**src/rtl/alien_formation_pkg.sv**
```systemverilog
// ============================================================================
// Module  : alien_formation_pkg
// Brief   : Shared playfield/enemy constants, formation defaults and state type
// Revision: 1.0 - initial release
// ============================================================================
`default_nettype none

package alien_formation_pkg;

  localparam int HRES        = 640;
  localparam int ENEMY_W     = 16;
  localparam int ENEMY_H     = 16;
  localparam int ENEMY_SPEED = 4;
  localparam int DROP        = 16;
  localparam logic [23:0] ENEMY_COLOR = 24'h40_E0_40;

  localparam int DEF_PITCH_X = ENEMY_W + 16;
  localparam int DEF_PITCH_Y = ENEMY_H + 12;
  localparam int DEF_LAND_Y  = 400;

  typedef enum logic [1:0] {
    MARCH   = 2'd0,
    CLEARED = 2'd1,
    LANDED  = 2'd2
  } alien_state_t;

  // Pixel offset of a row/column index; pitches are constants, so this is a constant multiply
  function automatic logic signed [11:0] cell_offset(input logic [2:0] idx, input int pitch);
    return 12'(int'(idx) * pitch);
  endfunction

endpackage

`default_nettype wire

```
**src/rtl/alien_formation_extent.sv**
```systemverilog
// ============================================================================
// Module  : formation_extent
// Brief   : Live-cell extents (columns/rows) and popcount of the alive mask
// Revision: 1.0 - initial release
// ============================================================================
`default_nettype none

module formation_extent
  import alien_formation_pkg::*;
#(
  parameter int ROWS = 3,
  parameter int COLS = 6
)(
  input  logic [ROWS*COLS-1:0] alive_mask,
  output logic [2:0]           lcol,
  output logic [2:0]           rcol,
  output logic [2:0]           trow,
  output logic [2:0]           brow,
  output logic [6:0]           alive_count
);

  logic [ROWS-1:0] w_row_any;
  logic [COLS-1:0] w_col_any;

  always_comb begin
    w_row_any   = '0;
    w_col_any   = '0;
    alive_count = '0;
    for (int r = 0; r < ROWS; r++) begin
      for (int c = 0; c < COLS; c++) begin
        if (alive_mask[r*COLS + c]) begin
          w_row_any[r] = 1'b1;
          w_col_any[c] = 1'b1;
        end
        alive_count = alive_count + 7'(alive_mask[r*COLS + c]);
      end
    end
  end

  // Descending scan leaves the lowest index, ascending leaves the highest
  always_comb begin
    lcol = '0;
    rcol = '0;
    trow = '0;
    brow = '0;
    for (int c = COLS-1; c >= 0; c--)
      if (w_col_any[c]) lcol = 3'(c);
    for (int c = 0; c < COLS; c++)
      if (w_col_any[c]) rcol = 3'(c);
    for (int r = ROWS-1; r >= 0; r--)
      if (w_row_any[r]) trow = 3'(r);
    for (int r = 0; r < ROWS; r++)
      if (w_row_any[r]) brow = 3'(r);
  end

endmodule

`default_nettype wire

```
**src/rtl/alien_formation.sv**
```systemverilog
// ============================================================================
// Module  : alien_formation
// Brief   : ROWS x COLS alien block marching on fsync, with hits, cadence and end states
// Revision: 1.0 - initial release
// ============================================================================
`default_nettype none

module alien_formation
  import alien_formation_pkg::*;
#(
  parameter int ROWS         = 3,
  parameter int COLS         = 6,
  parameter int PITCH_X      = DEF_PITCH_X,
  parameter int PITCH_Y      = DEF_PITCH_Y,
  parameter int START_X      = 100,
  parameter int START_Y      = 60,
  parameter int LAND_Y       = DEF_LAND_Y,
  parameter int PERIOD_SHIFT = 2
)(
  input  logic                  pixel_clk,
  input  logic                  rst,
  input  logic                  fsync,
  input  logic signed [11:0]    hpos,
  input  logic signed [11:0]    vpos,
  input  logic                  hit_valid,
  input  logic [2:0]            hit_row,
  input  logic [2:0]            hit_col,
  output logic [7:0]            pixel [0:2],
  output logic                  active,
  output logic [2:0]            pix_row,
  output logic [2:0]            pix_col,
  output logic [ROWS*COLS-1:0]  alive_mask,
  output logic [6:0]            alive_count,
  output logic signed [11:0]    lhpos,
  output logic signed [11:0]    rhpos,
  output logic signed [11:0]    tvpos,
  output logic signed [11:0]    bvpos,
  output logic                  cleared,
  output logic                  landed
);

  localparam int N = ROWS * COLS;

  logic signed [11:0] r_org_x, r_org_y;
  logic               r_dir, r_dropped, r_cleared, r_landed;
  logic [6:0]         r_frame_cnt;
  logic [N-1:0]       r_alive_mask;
  alien_state_t       r_state;
  logic signed [11:0] r_hold_lhpos, r_hold_rhpos, r_hold_tvpos, r_hold_bvpos;

  logic [N-1:0]       w_kill, w_mask_next;
  logic [2:0]         w_lcol, w_rcol, w_trow, w_brow;
  logic [6:0]         w_alive_count, w_step_thresh;
  logic signed [11:0] w_lhpos, w_rhpos, w_tvpos, w_bvpos;
  logic               w_empty;

  formation_extent #(
    .ROWS (ROWS),
    .COLS (COLS)
  ) u_extent (
    .alive_mask  (r_alive_mask),
    .lcol        (w_lcol),
    .rcol        (w_rcol),
    .trow        (w_trow),
    .brow        (w_brow),
    .alive_count (w_alive_count)
  );

  // Out-of-range indices match no cell; a dead cell simply stays dead
  always_comb begin
    w_kill = '0;
    for (int i = 0; i < N; i++)
      if (hit_valid && int'(hit_row) < ROWS && int'(hit_col) < COLS &&
          (int'(hit_row) * COLS + int'(hit_col)) == i)
        w_kill[i] = 1'b1;
  end

  assign w_mask_next   = r_alive_mask & ~w_kill;
  assign w_empty       = (r_alive_mask == '0);
  assign w_step_thresh = w_alive_count >> PERIOD_SHIFT;

  assign w_lhpos = r_org_x + cell_offset(w_lcol, PITCH_X);
  assign w_rhpos = r_org_x + cell_offset(w_rcol, PITCH_X) + 12'(ENEMY_W);
  assign w_tvpos = r_org_y + cell_offset(w_trow, PITCH_Y);
  assign w_bvpos = r_org_y + cell_offset(w_brow, PITCH_Y) + 12'(ENEMY_H);

  // An empty mask has no meaningful extents, so show the last live box instead
  assign lhpos = w_empty ? r_hold_lhpos : w_lhpos;
  assign rhpos = w_empty ? r_hold_rhpos : w_rhpos;
  assign tvpos = w_empty ? r_hold_tvpos : w_tvpos;
  assign bvpos = w_empty ? r_hold_bvpos : w_bvpos;

  assign alive_mask  = r_alive_mask;
  assign alive_count = w_alive_count;
  assign cleared     = r_cleared;
  assign landed      = r_landed;

  always_ff @(posedge pixel_clk) begin
    if (rst) begin
      r_org_x      <= 12'(START_X);
      r_org_y      <= 12'(START_Y);
      r_dir        <= 1'b0;
      r_frame_cnt  <= '0;
      r_alive_mask <= '1;
      r_state      <= MARCH;
      r_cleared    <= 1'b0;
      r_landed     <= 1'b0;
      r_dropped    <= 1'b0;
      r_hold_lhpos <= '0;
      r_hold_rhpos <= '0;
      r_hold_tvpos <= '0;
      r_hold_bvpos <= '0;
    end else begin
      r_alive_mask <= w_mask_next;
      r_dropped    <= 1'b0;
      if (!w_empty) begin
        r_hold_lhpos <= w_lhpos;
        r_hold_rhpos <= w_rhpos;
        r_hold_tvpos <= w_tvpos;
        r_hold_bvpos <= w_bvpos;
      end
      case (r_state)
        MARCH: begin
          if (w_mask_next == '0) begin
            r_state   <= CLEARED;
            r_cleared <= 1'b1;
          end else if (r_dropped && w_bvpos >= 12'(LAND_Y)) begin
            r_state  <= LANDED;
            r_landed <= 1'b1;
          end else if (fsync) begin
            if (r_frame_cnt < w_step_thresh) begin
              r_frame_cnt <= r_frame_cnt + 7'd1;
            end else begin
              r_frame_cnt <= '0;
              if (!r_dir) begin
                if (w_rhpos + 12'(ENEMY_SPEED) < 12'(HRES)) begin
                  r_org_x <= r_org_x + 12'(ENEMY_SPEED);
                end else begin
                  r_org_y   <= r_org_y + 12'(DROP);
                  r_dir     <= 1'b1;
                  r_dropped <= 1'b1;
                end
              end else begin
                if (w_lhpos - 12'(ENEMY_SPEED) > 12'sd0) begin
                  r_org_x <= r_org_x - 12'(ENEMY_SPEED);
                end else begin
                  r_org_y   <= r_org_y + 12'(DROP);
                  r_dir     <= 1'b0;
                  r_dropped <= 1'b1;
                end
              end
            end
          end
        end
        default: ;
      endcase
    end
  end

  always_comb begin
    active  = 1'b0;
    pix_row = '0;
    pix_col = '0;
    for (int r = 0; r < ROWS; r++) begin
      for (int c = 0; c < COLS; c++) begin
        if (!active && r_alive_mask[r*COLS + c] &&
            hpos >= r_org_x + cell_offset(3'(c), PITCH_X) &&
            hpos <= r_org_x + cell_offset(3'(c), PITCH_X) + 12'(ENEMY_W) &&
            vpos >= r_org_y + cell_offset(3'(r), PITCH_Y) &&
            vpos <= r_org_y + cell_offset(3'(r), PITCH_Y) + 12'(ENEMY_H)) begin
          active  = 1'b1;
          pix_row = 3'(r);
          pix_col = 3'(c);
        end
      end
    end
  end

  assign pixel[0] = active ? ENEMY_COLOR[23:16] : 8'h00;
  assign pixel[1] = active ? ENEMY_COLOR[15:8]  : 8'h00;
  assign pixel[2] = active ? ENEMY_COLOR[7:0]   : 8'h00;

endmodule

`default_nettype wire

```
**config.mk**
```make
export PLATFORM = sky130hd
export DESIGN_NAME = alien_formation
export DESIGN_NICKNAME = d
export VERILOG_FILES = /design/src/rtl/alien_formation_pkg.sv /design/src/rtl/alien_formation_extent.sv /design/src/rtl/alien_formation.sv
export SDC_FILE = /design/constraint.sdc
export NUM_CORES = 1
export LEC_CHECK = 0
export ABC_AREA = 1
export CAP_MARGIN = 10
export CELL_PAD_IN_SITES_DETAIL_PLACEMENT = 1
export CELL_PAD_IN_SITES_GLOBAL_PLACEMENT = 2
export CORE_MARGIN = 4
export CORE_UTILIZATION = 30
export DETAILED_ROUTE_END_ITERATION = 7
export GPL_TIMING_DRIVEN = 1
export PLACE_DENSITY_LB_ADDON = 0.1
export SETUP_SLACK_MARGIN = 0.3
export SKIP_LAST_GASP = 1
export SYNTH_ARGS = -nofsm -noshare
export SYNTH_HDL_FRONTEND = slang
export SYNTH_SLANG_ARGS = --single-unit
```
**constraint.sdc**
```tcl
create_clock -name pixel_clk -period 14.3 [get_ports pixel_clk]
set_input_delay 1.43 -clock pixel_clk [delete_from_list [all_inputs] [get_ports pixel_clk]]
set_output_delay 1.43 -clock pixel_clk [all_outputs]
set_load 0.01 [all_outputs]
```
==> After elaboration in Yosys (flattened, before gate mapping) <==
Cells that the tools add are included.
{ "word_totals": {"register_bits": 103, "in_bits": 34, "output_inout_bits": 106, "word_cells": 389} }
{ "op_classes": {"n_addsub": 45, "mul": 3, "order_cmp": 24, "eq_ne": 20, "muxes": 136, "bitwise": 7, "reduce_logical": 141} }
{ "ops": {"columns": ["cell", "count"], "rows": [
  ["32-bit by 5-bit equality test with 1-bit output, second input constant", 8],
  ["12-bit by 6-bit adder with 12-bit output, second input constant", 12],
  ["32-bit by 4-bit equality test with 1-bit output, second input constant", 4],
  ["12-bit two-way mux", 10],
  ["7-bit by 1-bit adder with 7-bit output", 16],
  ["1-bit logical AND", 110],
  ["12-bit >= comparator", 9],
  ["12-bit <= comparator", 9],
  ["3-bit two-way mux", 35],
  ["1-bit two-way mux", 80],
  ["32-bit by 3-bit equality test with 1-bit output, second input constant", 2],
  ["12-bit by 9-bit adder with 12-bit output", 4],
  ["18-bit logical NOT", 2],
  ["32-bit by 2-bit equality test with 1-bit output, second input constant", 1],
  ["32-bit by 6-bit equality test with 1-bit output, second input constant", 1],
  ["32-bit logical NOT", 1],
  ["12-bit by 4-bit adder with 12-bit output, second input constant", 2],
  ["12-bit by 7-bit adder with 12-bit output, second input constant", 2],
  ["12-bit by 8-bit adder with 12-bit output, second input constant", 2],
  ["12-bit by 9-bit adder with 12-bit output, second input constant", 2],
  ["12-bit by 4-bit subtractor with 12-bit output, second input constant", 2],
  ["18-bit bitwise AND", 1],
  ["18-bit inverter", 1],
  ["1-bit logical NOT", 17],
  ["26 further kinds", 43]
]} }

==> Longest topological paths before layout <==
Gate-level depths: netlist of the first run.
{ "depth": {"depth_word": 126, "ltp_mapped": 33, "ltp_nobuf": 33} }

==> By module <==
From an unflattened synthesis of the first run, not the netlist that was laid out.
{ "hier_totals": {"hier_cells": 1798, "area_unflattened_um2": 11960.2} }
{ "by_module_without_submodules": {"columns": ["mod", "n_inst", "cells_per_inst", "area_per_inst_um2", "seq_area_each_um2"], "rows": [
  ["alien_formation", 1, 1701, 11253.3, 1941.9],
  ["formation_extent", 1, 97, 706.9, 0.0]
]} }

==> Worst setup path after synthesis of the first run <==
Ideal clock, no wire load.
{ "synth_timing": {"path_kind": "reg2out", "start": "register r_org_x[6]", "end": "output port pixel[13] (netlist name)", "arrival_ps": 4082, "required_ps": 12870, "path_slack_ps": 8788, "stages_incl_launch_ff": 26, "n_path_buf": 1, "path_cell_list": "dfxtp_1 -> inv_1 -> ha_1 -> nand2_1 -> nand2_1 -> xor2_1 -> or3_1 -> nor3_1 -> xor2_1 -> ha_1 -> nand2_1 -> nor2_1 -> nand4_1 -> nand4_1 -> nand2_1 -> nand3_1 -> nor2_1 -> nor2_2 -> nand4_2 -> nor2_2 -> nand4_2 -> nor2_4 -> nand4_2 -> nor2_2 -> nand3b_1 -> buf_4"} }
{ "synth_rtl": {"columns": ["item", "line", "rtl"], "rows": [
  ["start, declared", "alien_formation.sv:44", "logic signed [11:0] r_org_x, r_org_y;"],
  ["start signal, assigned", "alien_formation.sv:100", "r_org_x <= 12'(START_X);"],
  ["start signal, assigned", "alien_formation.sv:137", "r_org_x <= r_org_x + 12'(ENEMY_SPEED);"],
  ["start signal, assigned", "alien_formation.sv:145", "r_org_x <= r_org_x - 12'(ENEMY_SPEED);"],
  ["end, declared", "alien_formation.sv:28", "output logic [7:0] pixel [0:2],"]
]} }

==> Worst setup path after layout of the first run <==
{ "layout_timing": {"start": "register r_org_x[7]", "end": "output port pix_col[2]"} }
{ "layout_between": {"elab_chain_cells": 125, "word_cells_on_any_way": 161, "classes_between": "11 x add/sub; 12 x order compare; 32 x mux; 106 x reduce/logical"} }
{ "layout_lines": {"columns": ["item", "line", "rtl"], "rows": [
  ["parallel branches: the longest is 124 deep, another holds 12-bit by 7-bit adder with 12-bit output", null, null],
  ["3-bit two-way mux (*)", "alien_formation.sv:166", "if (!active && r_alive_mask[r*COLS + c] &&"],
  ["end, declared", "alien_formation.sv:31", "output logic [2:0] pix_col,"]
]} }
Every way passes the cells marked *.

==> report_table.html, run 1 <==
<table>
<tr><th>Metric</th><th>Value</th></tr>
<tr><th colspan="2">Clocking</th></tr>
<tr><td>Post-CTS setup buffer count</td><td>0</td></tr>
<tr><td>CTS clock-pin slew for the worst setup and hold paths</td><td>0.08 ns</td></tr>
<tr><td>Clock tree from TritonCTS</td><td>yes</td></tr>
<tr><td>Number of buffers between clock root and the deepest sink</td><td>2</td></tr>
<tr><td>Buffer type at the clock tree root</td><td>clkbuf_16</td></tr>
<tr><td>Cts bufs inserted</td><td>9</td></tr>
<tr><td>CTS H-tree depth</td><td>3</td></tr>
<tr><td>CTS resizes</td><td>0</td></tr>
<tr><td>Clock tree sinks</td><td>97</td></tr>
<tr><td>Number of buffers inserted for hold repair after clock tree synthesis</td><td>0</td></tr>
<tr><td>Clock latency on the worst-skew pair</td><td>0.37 ns</td></tr>
<tr><th colspan="2">Timing</th></tr>
<tr><td>RSZ-0062 raised after global routing</td><td>no</td></tr>
<tr><td>Relative slew margins</td><td>0.4373</td></tr>
<tr><td>Count of final hold-check violations</td><td>0</td></tr>
<tr><td>Final period util</td><td>0.4927</td></tr>
<tr><td>Sum Neg Setup Slack</td><td>0 ns</td></tr>
<tr><td>Worst setup skew after layout</td><td>0.01526 ns</td></tr>
<tr><td>Number of pins with negative max-slew slack in the final report</td><td>0</td></tr>
<tr><td>Setup violations, final</td><td>0</td></tr>
<tr><td>Maximum clock rate</td><td>0.1419 GHz</td></tr>
<tr><td>Minimum hold slack</td><td>0.4431 ns</td></tr>
<tr><td>Transition at the pin with the smallest max-transition slack</td><td>0.8429 ns</td></tr>
<tr><td>Final period demand of the worst path</td><td>7.045 ns</td></tr>
<tr><th colspan="2">Synthesis</th></tr>
<tr><td>Total of warnings raised by yosys</td><td>0</td></tr>
<tr><td>Number of flops mapped to enable cells by yosys</td><td>0</td></tr>
<tr><td>Fraction of synthesis flops using an asynchronous set or reset pin</td><td>0</td></tr>
<tr><td>Top FF cell, synth</td><td>dfxtp_1</td></tr>
<tr><td>Instance count of the mapped netlist</td><td>1694</td></tr>
<tr><td>Mapped Area</td><td>11220 um2</td></tr>
<tr><td>Part of the Yosys area used for sequential elements</td><td>0.1730</td></tr>
<tr><td>Synthesis-stage register bit count</td><td>97</td></tr>
<tr><td>Cell variety after synth</td><td>54</td></tr>
<tr><td>Mean post-synth cell area</td><td>6.626 um2</td></tr>
<tr><th colspan="2">Setup path</th></tr>
<tr><td>Signal arrival time at the worst endpoint</td><td>5.62 ns</td></tr>
<tr><td>Crit path required time</td><td>12.87 ns</td></tr>
<tr><td>Highest-delay cell along the critical path</td><td>dfxtp_1</td></tr>
<tr><td>Family with the most delay on the worst path</td><td>simple AND/OR/NAND/NOR gates</td></tr>
<tr><td>Critical path launch point type</td><td>flip-flop</td></tr>
<tr><td>Buf+Inv Stages, Crit Path</td><td>3</td></tr>
<tr><td>Crit path capture type</td><td>primary output</td></tr>
<tr><td>Largest incremental delay on the critical path</td><td>0.71 ns</td></tr>
<tr><td>Highest fanout seen on the critical path</td><td>11</td></tr>
<tr><td>Cell with the most instances on the worst path</td><td>nand2_1</td></tr>
<tr><td>Type of the worst setup path</td><td>flip-flop to primary output</td></tr>
<tr><th colspan="2">Die</th></tr>
<tr><td>Vert. Die Dim</td><td>201.4 um</td></tr>
<tr><td># rows</td><td>70</td></tr>
<tr><td>Area of the placeable core</td><td>36790 um2</td></tr>
<tr><td>Die Area</td><td>40570 um2</td></tr>
<tr><td>Total I/O pin count</td><td>140</td></tr>
<tr><td>Die X-Extent</td><td>201.4 um</td></tr>
<tr><td>Effective utilization at floorplan</td><td>0.3051</td></tr>
<tr><th colspan="2">GRT</th></tr>
<tr><td>Total Routing Usage GR</td><td>0.1890</td></tr>
<tr><td>Wire length of the first global-routing pass</td><td>62.06 mm</td></tr>
<tr><td>Number of antenna violations at the first check in global routing</td><td>0</td></tr>
<tr><td>Maximum number of pins on one net before global-route repair</td><td>63</td></tr>
<tr><td>Total global routing overflow</td><td>0</td></tr>
<tr><td>Via count of the first global-routing pass</td><td>11420</td></tr>
<tr><th colspan="2">Route</th></tr>
<tr><td>Drt first pass iters</td><td>4</td></tr>
<tr><td>Via/cell ratio</td><td>4.857</td></tr>
<tr><td>Uppermost layer routed</td><td>met4</td></tr>
<tr><td>WL met3</td><td>1.012 mm</td></tr>
<tr><td>DRC violations left</td><td>0</td></tr>
<tr><td>Post-detailed-routing wire length</td><td>38.80 mm</td></tr>
<tr><td>Average wire length per cell after detail routing</td><td>17.12 um</td></tr>
<tr><td>Count of antenna-violating nets left after detailed routing</td><td>0</td></tr>
<tr><td>Via Count</td><td>11010</td></tr>
<tr><td>DRC violation total after the first TritonRoute iteration</td><td>372</td></tr>
<tr><td>Detailed route wirelength on metal2</td><td>18.00 mm</td></tr>
<tr><td>Routed length on met1</td><td>19.45 mm</td></tr>
<tr><th colspan="2">Pwr</th></tr>
<tr><td>Int Power</td><td>537.4 uW</td></tr>
<tr><td>Total power density per cell area</td><td>67.51 nW/um2</td></tr>
<tr><td>Power share of the sequential group</td><td>0.332</td></tr>
<tr><td>Combinational share of power</td><td>0.386</td></tr>
<tr><td>Switching power</td><td>343.7 uW</td></tr>
<tr><td>Max VDD drop</td><td>0.06064 mV</td></tr>
<tr><td>Clock share of power</td><td>0.282</td></tr>
<tr><td>Switching Fraction</td><td>0.3901</td></tr>
<tr><td>Leakage component of the power</td><td>6.202 nW</td></tr>
<tr><th colspan="2">Layout</th></tr>
<tr><td>Most common cell after layout, fill and taps aside</td><td>nand2_1</td></tr>
<tr><td>Leading cell types in the layout, fill and taps excluded</td><td>416 x nand2_1, 245 x inv_1, 182 x ha_1, 143 x nor2_1, 128 x a21oi_1</td></tr>
<tr><td>Area used by sequential logic in the layout</td><td>1942 um2</td></tr>
<tr><td>Count of fill cells added during filler insertion</td><td>4726</td></tr>
<tr><td>Area of combinational cells with multiple inputs</td><td>8069 um2</td></tr>
<tr><td>Number of antenna repair diodes</td><td>0</td></tr>
<tr><td>P&amp;R area growth vs syn</td><td>16.27%</td></tr>
<tr><td>Fraction of layout cells with a size suffix above 1</td><td>0.03726</td></tr>
<tr><td>Net count reported at finish</td><td>2027</td></tr>
<tr><th colspan="2">Job</th></tr>
<tr><td>Number of max-cap violations</td><td>0</td></tr>
<tr><th colspan="2">Place</th></tr>
<tr><td>Port-buffer cells</td><td>117</td></tr>
<tr><td>Hpwl dp</td><td>31.75 mm</td></tr>
<tr><td>GP Congestion</td><td>0.8284</td></tr>
<tr><th colspan="2">Status</th></tr>
<tr><td>Status</td><td>finished clean</td></tr>
<tr><th colspan="2">Hold path</th></tr>
<tr><td>Type of the most critical hold path</td><td>flip-flop to flip-flop</td></tr>
</table>
==> synth_stat cells (3+ instances only) <==
cell | instances | area, um2
clkbuf_1 | 19 | 71.32
a211oi_1 | 3 | 22.52
o211ai_1 | 3 | 22.52
buf_4 | 29 | 217.7
nand2_1 | 416 | 1562
inv_2 | 8 | 30.03
a31oi_1 | 8 | 50.05
fa_1 | 18 | 360.4
o31ai_1 | 3 | 22.52
nor3b_1 | 4 | 30.03
inv_1 | 245 | 919.6
or3_1 | 3 | 18.77
nand4_2 | 4 | 50.05
nand3_1 | 67 | 335.3
o21bai_1 | 3 | 22.52
buf_2 | 5 | 25.02
nor4_1 | 8 | 50.05
nor2_2 | 5 | 31.28
o21a_1 | 9 | 67.56
a21oi_2 | 5 | 43.79
nand3b_1 | 5 | 37.54
dfxtp_1 | 97 | 1942
nor2_1 | 143 | 536.8
ha_1 | 182 | 2277
o21ai_0 | 64 | 320.3
nor3_1 | 57 | 285.3
or2_2 | 10 | 62.56
nand4_1 | 23 | 143.9
a21oi_1 | 128 | 640.6
xor2_1 | 65 | 569.3
clkinv_1 | 4 | 15.01
a21o_1 | 3 | 22.52
xnor2_1 | 16 | 140.1
a21boi_0 | 3 | 22.52
==> final timing paths <==
path	start	to	slack, ns	cells past startpoint
worst min-delay path	r_frame_cnt[6]	r_frame_cnt[6]	0.44	2
worst max register to register	alive_mask[1]	r_org_y[9]	8.79	21
worst max-delay path	r_org_x[7]	pix_col[2]	7.25	28
worst min register to register	r_frame_cnt[6]	r_frame_cnt[6]	0.44	2
==> cell type report <==
class	instances	area share
clock inverters	6	0.004218
repair buffers	121	0.09165
well taps	468	0.04487
clock buffers	10	0.01831
flip-flops and latches	97	0.1488
inverters	257	0.07391
multi-input cells	1307	0.6183
==> per-stage QoR <==
stage	power, mW	utilization	std cells	cell area [um2]	setup WS [ns]
final	0.8811	0.3548	2266	13050	7.255
after detailed placement	0.6414	0.3468	2250	12760	7.324
after CTS	0.8954	0.3548	2266	13050	7.182
after global routing	0.9507	0.3548	2266	13050	6.721
after floorplan	0.5221	-	1717	11310	8.788
after global placement	0.6363	0.3468	2250	12760	7.393
==> logic make-up after synthesis <==
| logic type | after synthesis | share of synthesized area |
|---|---|---|
| other | 1 | 0.0003341 |
| flip-flops | 97 | 0.1730 |
| AO/OA/AOI/OAI | 245 | 0.1214 |
| AND/OR/NAND/NOR | 757 | 0.2908 |
| adder cells (fa/ha/maj) | 200 | 0.2350 |
| XOR/XNOR | 81 | 0.06320 |
| buffers and inverters | 313 | 0.1163 |
==> worst reg2reg max path: cells and delay by family, from the launching register on <==
family,cells,cell delay [ns]
adder cells (fa/ha/maj),8,3.31
AND/OR/NAND/NOR,4,0.64
flip-flops,1,0.51
AO/OA/AOI/OAI,4,0.51
buffers and inverters,5,0.41
==> power groups by stage <==
stage | Clock [mW] | Combinational [mW] | Sequential [mW]
floorplan | 0 | 0.231 | 0.291
global placement | 0 | 0.337 | 0.299
detailed placement | 0 | 0.342 | 0.299
CTS | 0.258 | 0.344 | 0.293
global route | 0.269 | 0.387 | 0.294
finish | 0.248 | 0.340 | 0.293
==> sequential cells by signal, indices dropped and copies added (netlist names) <==
name	flops
r_hold_bvpos	12
r_dropped	1
landed	1
r_state	2
r_hold_tvpos	12
r_dir	1
r_org_x	10
cleared	1
r_frame_cnt	7
r_hold_rhpos	12
alive_mask	18
r_org_y	8
r_hold_lhpos	12
==> layer usage <==
layer,vias to the layer above,GRT usage
met2,129,0.3213
met3,18,0.02321
met5,-,0
li1,5635,-
met4,0,0.02832
met1,5223,0.2630
Note: power is estimated with default switching activity, not from simulation.
==> run 2, diff against run 1 <==
- CORE_UTILIZATION: 30 -> 29
- clock period: 14.3 -> 6 ns (I/O delays scaled with it)
==> run 2 against run 1 <==
First-iteration DRC count increased by 1.1%. Global-route usage decreased by 0.14 points. Die area increased by 3.3%. Cell area increased by 3.8%. Wire length increased by 2.5%. Critical path type unchanged. Clock skew decreased by 0.0078 ns. Largest power group unchanged. Utilization increased by 0.24 points.
==> report_table.html, run 2 (synthesis results as in run 1) <==
<table>
<tr><th>Metric</th><th>Value</th></tr>
<tr><th colspan="2">Setup path</th></tr>
<tr><td>Crit path required time</td><td>5.40 ns</td></tr>
<tr><td>Crit path capture type</td><td>primary output</td></tr>
<tr><td>Signal arrival time at the worst endpoint</td><td>4.91 ns</td></tr>
<tr><td>Reg2reg path depth</td><td>21</td></tr>
<tr><td>Crit path capture</td><td>alive_count[2]</td></tr>
<tr><td>Highest fanout seen on the critical path</td><td>5</td></tr>
<tr><td>Endpoint of the most critical register-to-register path</td><td>r_org_y[9]</td></tr>
<tr><td>Critical path launch point type</td><td>flip-flop</td></tr>
<tr><td>Reg2Reg Launch Point</td><td>alive_mask[0]</td></tr>
<tr><td>Worst-case register-to-register setup slack</td><td>0.68 ns</td></tr>
<tr><td>Launch point of the worst path</td><td>alive_mask[0]</td></tr>
<tr><td>Type of the worst setup path</td><td>flip-flop to primary output</td></tr>
<tr><th colspan="2">Pwr</th></tr>
<tr><td>Combinational share of power</td><td>0.390</td></tr>
<tr><td>Switching power</td><td>850.4 uW</td></tr>
<tr><td>Max VDD drop</td><td>0.1381 mV</td></tr>
<tr><td>Int Power</td><td>1.334 mW</td></tr>
<tr><td>Total power density per cell area</td><td>161.2 nW/um2</td></tr>
<tr><td>Leakage component of the power</td><td>6.448 nW</td></tr>
<tr><td>Power share of the sequential group</td><td>0.315</td></tr>
<tr><td>Clock share of power</td><td>0.294</td></tr>
<tr><td>Pwr Total</td><td>2.184 mW</td></tr>
<tr><td>Switching Fraction</td><td>0.3894</td></tr>
<tr><th colspan="2">Place</th></tr>
<tr><td>Hpwl dp</td><td>32.52 mm</td></tr>
<tr><td>Number of placed instances, taps included</td><td>2314</td></tr>
<tr><td>Port-buffer cells</td><td>117</td></tr>
<tr><td>GP Congestion</td><td>0.8657</td></tr>
<tr><td>Area of placed instances</td><td>12970 um2</td></tr>
<tr><th colspan="2">Layout</th></tr>
<tr><td>Fraction of layout cells with a size suffix above 1</td><td>0.07205</td></tr>
<tr><td>Post-route non-filler standard cell count</td><td>2343</td></tr>
<tr><td>Count of fill cells added during filler insertion</td><td>4886</td></tr>
<tr><td>P&amp;R area growth vs syn</td><td>20.70%</td></tr>
<tr><td>Most common cell after layout, fill and taps aside</td><td>nand2_1</td></tr>
<tr><td>Design area</td><td>13550 um2</td></tr>
<tr><td>Flip-flop count of the largest register, all copies and words added</td><td>18</td></tr>
<tr><td>Number of antenna repair diodes</td><td>0</td></tr>
<tr><td>Net count reported at finish</td><td>2061</td></tr>
<tr><td>Leading cell types in the layout, fill and taps excluded</td><td>414 x nand2_1, 242 x inv_1, 180 x ha_1, 138 x nor2_1, 127 x a21oi_1</td></tr>
<tr><th colspan="2">Timing</th></tr>
<tr><td>Setup violations, final</td><td>0</td></tr>
<tr><td>Count of final hold-check violations</td><td>0</td></tr>
<tr><td>Minimum hold slack</td><td>0.4445 ns</td></tr>
<tr><td>Sum Neg Setup Slack</td><td>0 ns</td></tr>
<tr><td>Relative slew margins</td><td>0.2903</td></tr>
<tr><td>Worst setup skew after layout</td><td>0.007505 ns</td></tr>
<tr><td>RSZ-0062 raised after global routing</td><td>yes</td></tr>
<tr><td>Maximum clock rate</td><td>0.1814 GHz</td></tr>
<tr><td>Final period demand of the worst path</td><td>5.513 ns</td></tr>
<tr><td>Transition at the pin with the smallest max-transition slack</td><td>1.062 ns</td></tr>
<tr><td>Final period util</td><td>0.9188</td></tr>
<tr><td>Number of pins with negative max-slew slack in the final report</td><td>0</td></tr>
<tr><th colspan="2">Die</th></tr>
<tr><td>Die X-Extent</td><td>204.7 um</td></tr>
<tr><td>Area of the placeable core</td><td>37930 um2</td></tr>
<tr><td>Effective utilization at floorplan</td><td>0.2959</td></tr>
<tr><td>Total I/O pin count</td><td>140</td></tr>
<tr><td>Vert. Die Dim</td><td>204.7 um</td></tr>
<tr><td># rows</td><td>71</td></tr>
<tr><td>Die Area</td><td>41920 um2</td></tr>
<tr><th colspan="2">Clocking</th></tr>
<tr><td>Clock latency on the worst-skew pair</td><td>0.36 ns</td></tr>
<tr><td>CTS H-tree depth</td><td>3</td></tr>
<tr><td>Cts bufs inserted</td><td>9</td></tr>
<tr><td>Number of buffers between clock root and the deepest sink</td><td>2</td></tr>
<tr><td>CTS clock-pin slew for the worst setup and hold paths</td><td>0.07 ns</td></tr>
<tr><td>Buffer type at the clock tree root</td><td>clkbuf_16</td></tr>
<tr><td>Clock tree sinks</td><td>97</td></tr>
<tr><td>Clock tree from TritonCTS</td><td>yes</td></tr>
<tr><th colspan="2">Status</th></tr>
<tr><td>Status</td><td>finished clean</td></tr>
<tr><th colspan="2">Hold path</th></tr>
<tr><td>Type of the most critical hold path</td><td>flip-flop to flip-flop</td></tr>
<tr><th colspan="2">Route</th></tr>
<tr><td>Count of antenna-violating nets left after detailed routing</td><td>0</td></tr>
<tr><td>Via/cell ratio</td><td>4.775</td></tr>
<tr><td>Average wire length per cell after detail routing</td><td>16.98 um</td></tr>
<tr><td>Post-detailed-routing wire length</td><td>39.79 mm</td></tr>
<tr><td>Drt first pass iters</td><td>4</td></tr>
<tr><td>DRC violations left</td><td>0</td></tr>
<tr><td>Via Count</td><td>11190</td></tr>
<tr><td>DRC violation total after the first TritonRoute iteration</td><td>376</td></tr>
<tr><th colspan="2">GRT</th></tr>
<tr><td>Number of antenna violations at the first check in global routing</td><td>0</td></tr>
<tr><td>Via count of the first global-routing pass</td><td>11460</td></tr>
<tr><td>Maximum number of pins on one net before global-route repair</td><td>63</td></tr>
<tr><td>Total global routing overflow</td><td>0</td></tr>
<tr><td>Total Routing Usage GR</td><td>0.1876</td></tr>
<tr><td>Wire length of the first global-routing pass</td><td>62.47 mm</td></tr>
<tr><th colspan="2">Job</th></tr>
<tr><td>Number of max-cap violations</td><td>0</td></tr>
</table>
-- run 2: routing by layer --
metal	part of all wire	routed length (um)	up-vias	track usage
met2	0.48	19230	132	0.3266
met3	0.033	1296	26	0.02596
li1	-	-	5702	-
met5	0	0	-	0
met1	0.47	18690	5327	0.2502
met4	0.014	571	0	0.03470
-- run 2: critical path: stages (launching register included) --
cell	delay (ns)
dfxtp_1	0.44
inv_1	0.09
ha_1	0.30
inv_1	0.08
fa_1	0.43
fa_1	0.55
fa_1	0.44
fa_1	0.49
inv_1	0.05
fa_1	0.40
fa_1	0.45
xor2_2	0.25
clkdlybuf4s50_1	0.58
-- run 2: metrics by stage --
| step | utilization | worst slack (ns) |
|---|---|---|
| 3_3_place_gp | 0.3419 | 0.4580 |
| 2_1_floorplan | - | 1.121 |
| 5_1_grt | 0.3572 | 0.1085 |
| 3_5_place_dp | 0.3419 | 0.3096 |
| 6_report | 0.3572 | 0.4874 |
| 4_1_cts | 0.3520 | 0.3058 |
-- run 2: area by class of cell --
type,count,area [um2],share of cell area
Inverter,257,975.9,0.07204
Clock inverter,7,98.84,0.007296
Tap cell,511,639.4,0.04719
Clock buffer,9,225.2,0.01662
Multi-Input combinational cell,1307,8193,0.6047
Sequential cell,97,1961,0.1447
Timing Repair Buffer,155,1455,0.1074
-- run 2: timing repair --
item,4_1_cts,5_1_grt
setup endpoints to repair,11,14
resized for setup,23,35
buffers inserted,4,9
pin swaps,1,4
hold buffers,0,0
-- run 2: power by group through the flow --
stage	combinational, mW	clock, mW	sequential [mW]
final	0.853	0.643	0.689
after global routing	0.970	0.682	0.693
after CTS	0.843	0.658	0.690
after detailed placement	0.842	0	0.704
after global placement	0.828	0	0.704
after floorplan	0.550	0	0.694
-- run 2: worst min path at each step --
stage	startpoint	endpoint	cells past startpoint
6_report	r_frame_cnt[6]	r_frame_cnt[6]	2
5_1_grt	r_frame_cnt[6]	r_frame_cnt[6]	2
4_1_cts	r_frame_cnt[6]	r_frame_cnt[6]	2
3_5_place_dp	r_frame_cnt[6]	r_frame_cnt[6]	2
3_3_place_gp	r_hold_lhpos[0]	r_hold_lhpos[0]	2
2_1_floorplan	r_frame_cnt[6]	r_frame_cnt[6]	2
==> run 3, diff against run 2 <==
- CELL_PAD_IN_SITES_DETAIL_PLACEMENT: 1 -> default
- CELL_PAD_IN_SITES_GLOBAL_PLACEMENT: 2 -> default
- CORE_UTILIZATION: 29 -> 30
- PLACE_DENSITY_LB_ADDON: 0.1 -> default
==> run 3 against run 2 <==
Die area decreased by 3.2%. Fmax increased by 0.32%. First-iteration DRC count increased by 83%. Utilization increased by 0.88 points. Combinational power decreased by 2.3%. Largest cell class unchanged.
==> report_table.html, run 3 (synthesis results as in run 1) <==
<table>
<tr><th>Metric</th><th>Value</th></tr>
<tr><th colspan="2">Status</th></tr>
<tr><td>Status</td><td>finished clean</td></tr>
<tr><th colspan="2">Layout</th></tr>
<tr><td>Final Core Density</td><td>0.3659</td></tr>
<tr><td>Most common cell after layout, fill and taps aside</td><td>nand2_1</td></tr>
<tr><td>Number of antenna repair diodes</td><td>0</td></tr>
<tr><td>Fraction of layout cells with a size suffix above 1</td><td>0.07166</td></tr>
<tr><td>Flip-flop count of the largest register, all copies and words added</td><td>18</td></tr>
<tr><td>Count of fill cells added during filler insertion</td><td>3922</td></tr>
<tr><td>P&amp;R area growth vs syn</td><td>19.92%</td></tr>
<tr><td>Leading cell types in the layout, fill and taps excluded</td><td>413 x nand2_1, 241 x inv_1, 179 x ha_1, 140 x nor2_1, 127 x a21oi_1</td></tr>
<tr><td>Net count reported at finish</td><td>2057</td></tr>
<tr><th colspan="2">Timing</th></tr>
<tr><td>Final period util</td><td>0.9158</td></tr>
<tr><td>Transition at the pin with the smallest max-transition slack</td><td>1.153 ns</td></tr>
<tr><td>Worst setup skew after layout</td><td>0.01378 ns</td></tr>
<tr><td>Relative slew margins</td><td>0.2304</td></tr>
<tr><td>Maximum clock rate</td><td>0.1820 GHz</td></tr>
<tr><td>RSZ-0062 raised after global routing</td><td>no</td></tr>
<tr><td>Final period demand of the worst path</td><td>5.495 ns</td></tr>
<tr><td>Number of pins with negative max-slew slack in the final report</td><td>0</td></tr>
<tr><td>Sum Neg Setup Slack</td><td>0 ns</td></tr>
<tr><td>Setup violations, final</td><td>0</td></tr>
<tr><td>Count of final hold-check violations</td><td>0</td></tr>
<tr><th colspan="2">Clocking</th></tr>
<tr><td>CTS clock-pin slew for the worst setup and hold paths</td><td>0.08 ns</td></tr>
<tr><td>Buffer type at the clock tree root</td><td>clkbuf_16</td></tr>
<tr><td>Number of buffers between clock root and the deepest sink</td><td>2</td></tr>
<tr><td>Clock latency on the worst-skew pair</td><td>0.36 ns</td></tr>
<tr><td>Number of buffers inserted for hold repair after clock tree synthesis</td><td>0</td></tr>
<tr><td>CTS H-tree depth</td><td>3</td></tr>
<tr><td>Clock tree sinks</td><td>97</td></tr>
<tr><td>Cts bufs inserted</td><td>9</td></tr>
<tr><td>Clock tree from TritonCTS</td><td>yes</td></tr>
<tr><th colspan="2">Die</th></tr>
<tr><td>Vert. Die Dim</td><td>201.4 um</td></tr>
<tr><td>Area of the placeable core</td><td>36790 um2</td></tr>
<tr><td>Effective utilization at floorplan</td><td>0.3051</td></tr>
<tr><td>Total I/O pin count</td><td>140</td></tr>
<tr><td># rows</td><td>70</td></tr>
<tr><td>Die Area</td><td>40570 um2</td></tr>
<tr><td>Die X-Extent</td><td>201.4 um</td></tr>
<tr><th colspan="2">Route</th></tr>
<tr><td>Count of antenna-violating nets left after detailed routing</td><td>0</td></tr>
<tr><td>Drt first pass iters</td><td>5</td></tr>
<tr><td>Post-detailed-routing wire length</td><td>34.01 mm</td></tr>
<tr><td>Average wire length per cell after detail routing</td><td>14.81 um</td></tr>
<tr><td>DRC violations left</td><td>0</td></tr>
<tr><td>DRC violation total after the first TritonRoute iteration</td><td>689</td></tr>
<tr><td>Via/cell ratio</td><td>4.852</td></tr>
<tr><td>Via Count</td><td>11140</td></tr>
<tr><th colspan="2">GRT</th></tr>
<tr><td>M3 GR Usage</td><td>0.01741</td></tr>
<tr><td>Via count of the first global-routing pass</td><td>10530</td></tr>
<tr><td>GR met2 Demand/Resource</td><td>0.2845</td></tr>
<tr><td>Grt met1 use</td><td>0.2104</td></tr>
<tr><td>Wire length of the first global-routing pass</td><td>54.16 mm</td></tr>
<tr><td>Busiest metal layer after global routing</td><td>met2</td></tr>
<tr><td>Number of antenna violations at the first check in global routing</td><td>0</td></tr>
<tr><td>Maximum number of pins on one net before global-route repair</td><td>63</td></tr>
<tr><td>Total Routing Usage GR</td><td>0.1618</td></tr>
<tr><td>Total global routing overflow</td><td>0</td></tr>
<tr><th colspan="2">Setup path</th></tr>
<tr><td>Critical path launch point type</td><td>flip-flop</td></tr>
<tr><td>Type of the worst setup path</td><td>flip-flop to primary output</td></tr>
<tr><td>Highest fanout seen on the critical path</td><td>5</td></tr>
<tr><td>Crit path required time</td><td>5.40 ns</td></tr>
<tr><td>Signal arrival time at the worst endpoint</td><td>4.89 ns</td></tr>
<tr><td>Crit path capture type</td><td>primary output</td></tr>
<tr><th colspan="2">Job</th></tr>
<tr><td>Number of max-cap violations</td><td>0</td></tr>
<tr><th colspan="2">Pwr</th></tr>
<tr><td>Leakage component of the power</td><td>6.475 nW</td></tr>
<tr><td>Max VDD drop</td><td>0.1217 mV</td></tr>
<tr><td>Total power density per cell area</td><td>157.8 nW/um2</td></tr>
<tr><th colspan="2">Place</th></tr>
<tr><td>Hpwl dp</td><td>27.26 mm</td></tr>
<tr><td>GP Congestion</td><td>0.9373</td></tr>
<tr><td>Port-buffer cells</td><td>117</td></tr>
<tr><th colspan="2">Hold path</th></tr>
<tr><td>Type of the most critical hold path</td><td>flip-flop to flip-flop</td></tr>
</table>
-- run 3: layer usage --
metal / routed length, um / share of wire
met2: 16630 / 0.49
met4: 771 / 0.023
met5: 0 / 0
met3: 1517 / 0.045
met1: 15090 / 0.44
-- run 3: critical path, stage by stage (launching register included) --
cell and delay [ns]:
dfxtp_2 0.40, inv_1 0.07, ha_1 0.29, inv_1 0.07, fa_1 0.43, fa_1 0.54, fa_1 0.45, fa_1 0.50
inv_1 0.05, fa_1 0.40, fa_1 0.45, xor2_2 0.28, clkdlybuf4s50_1 0.60
-- run 3: area by class of cell --
class | instances | area, um2 | share of cell area
Timing Repair Buffer | 151 | 1444 | 0.1073
Multi-Input combinational cell | 1307 | 8187 | 0.6082
Sequential cell | 97 | 1962 | 0.1458
Clock inverter | 7 | 81.33 | 0.006042
Clock buffer | 9 | 225.2 | 0.01673
Inverter | 257 | 975.9 | 0.07250
Tap cell | 468 | 585.6 | 0.04350
-- run 3: final timing paths --
path | startpoint | end | slack (ns) | cells after the start
worst max-delay path | alive_mask[0] | alive_count[2] | 0.51 | 12
worst min-delay path | r_frame_cnt[6] | r_frame_cnt[6] | 0.45 | 2
worst max register to register | alive_mask[0] | r_org_y[9] | 0.76 | 21
worst min register to register | r_frame_cnt[6] | r_frame_cnt[6] | 0.45 | 2
-- run 3: power by group --
part           leakage (nW)  internal [mW]  switching, mW
Combinational          5.54          0.335          0.498
Clock                 0.150          0.299          0.303
Sequential            0.789          0.666         0.0239
-- run 3: through the flow --
stage	hold WS (ns)	cells	worst slack, ns	total power, mW	area (um2)
floorplan	0.4174	1717	1.121	1.244	11310
CTS	0.4436	2276	0.3052	2.117	13160
detailed placement	0.4315	2260	0.5029	1.506	12830
global placement	0.4289	2260	0.5808	1.489	12830
finish	0.4456	2296	0.5051	2.124	13460
global route	0.4614	2296	0.3026	2.279	13460
-- run 3: repair_timing --
item / in CTS / in global routing
setup endpoints to repair: 11 / 12
buffers inserted: 0 / 20
pin swaps: 0 / 7
resized for setup: 7 / 47
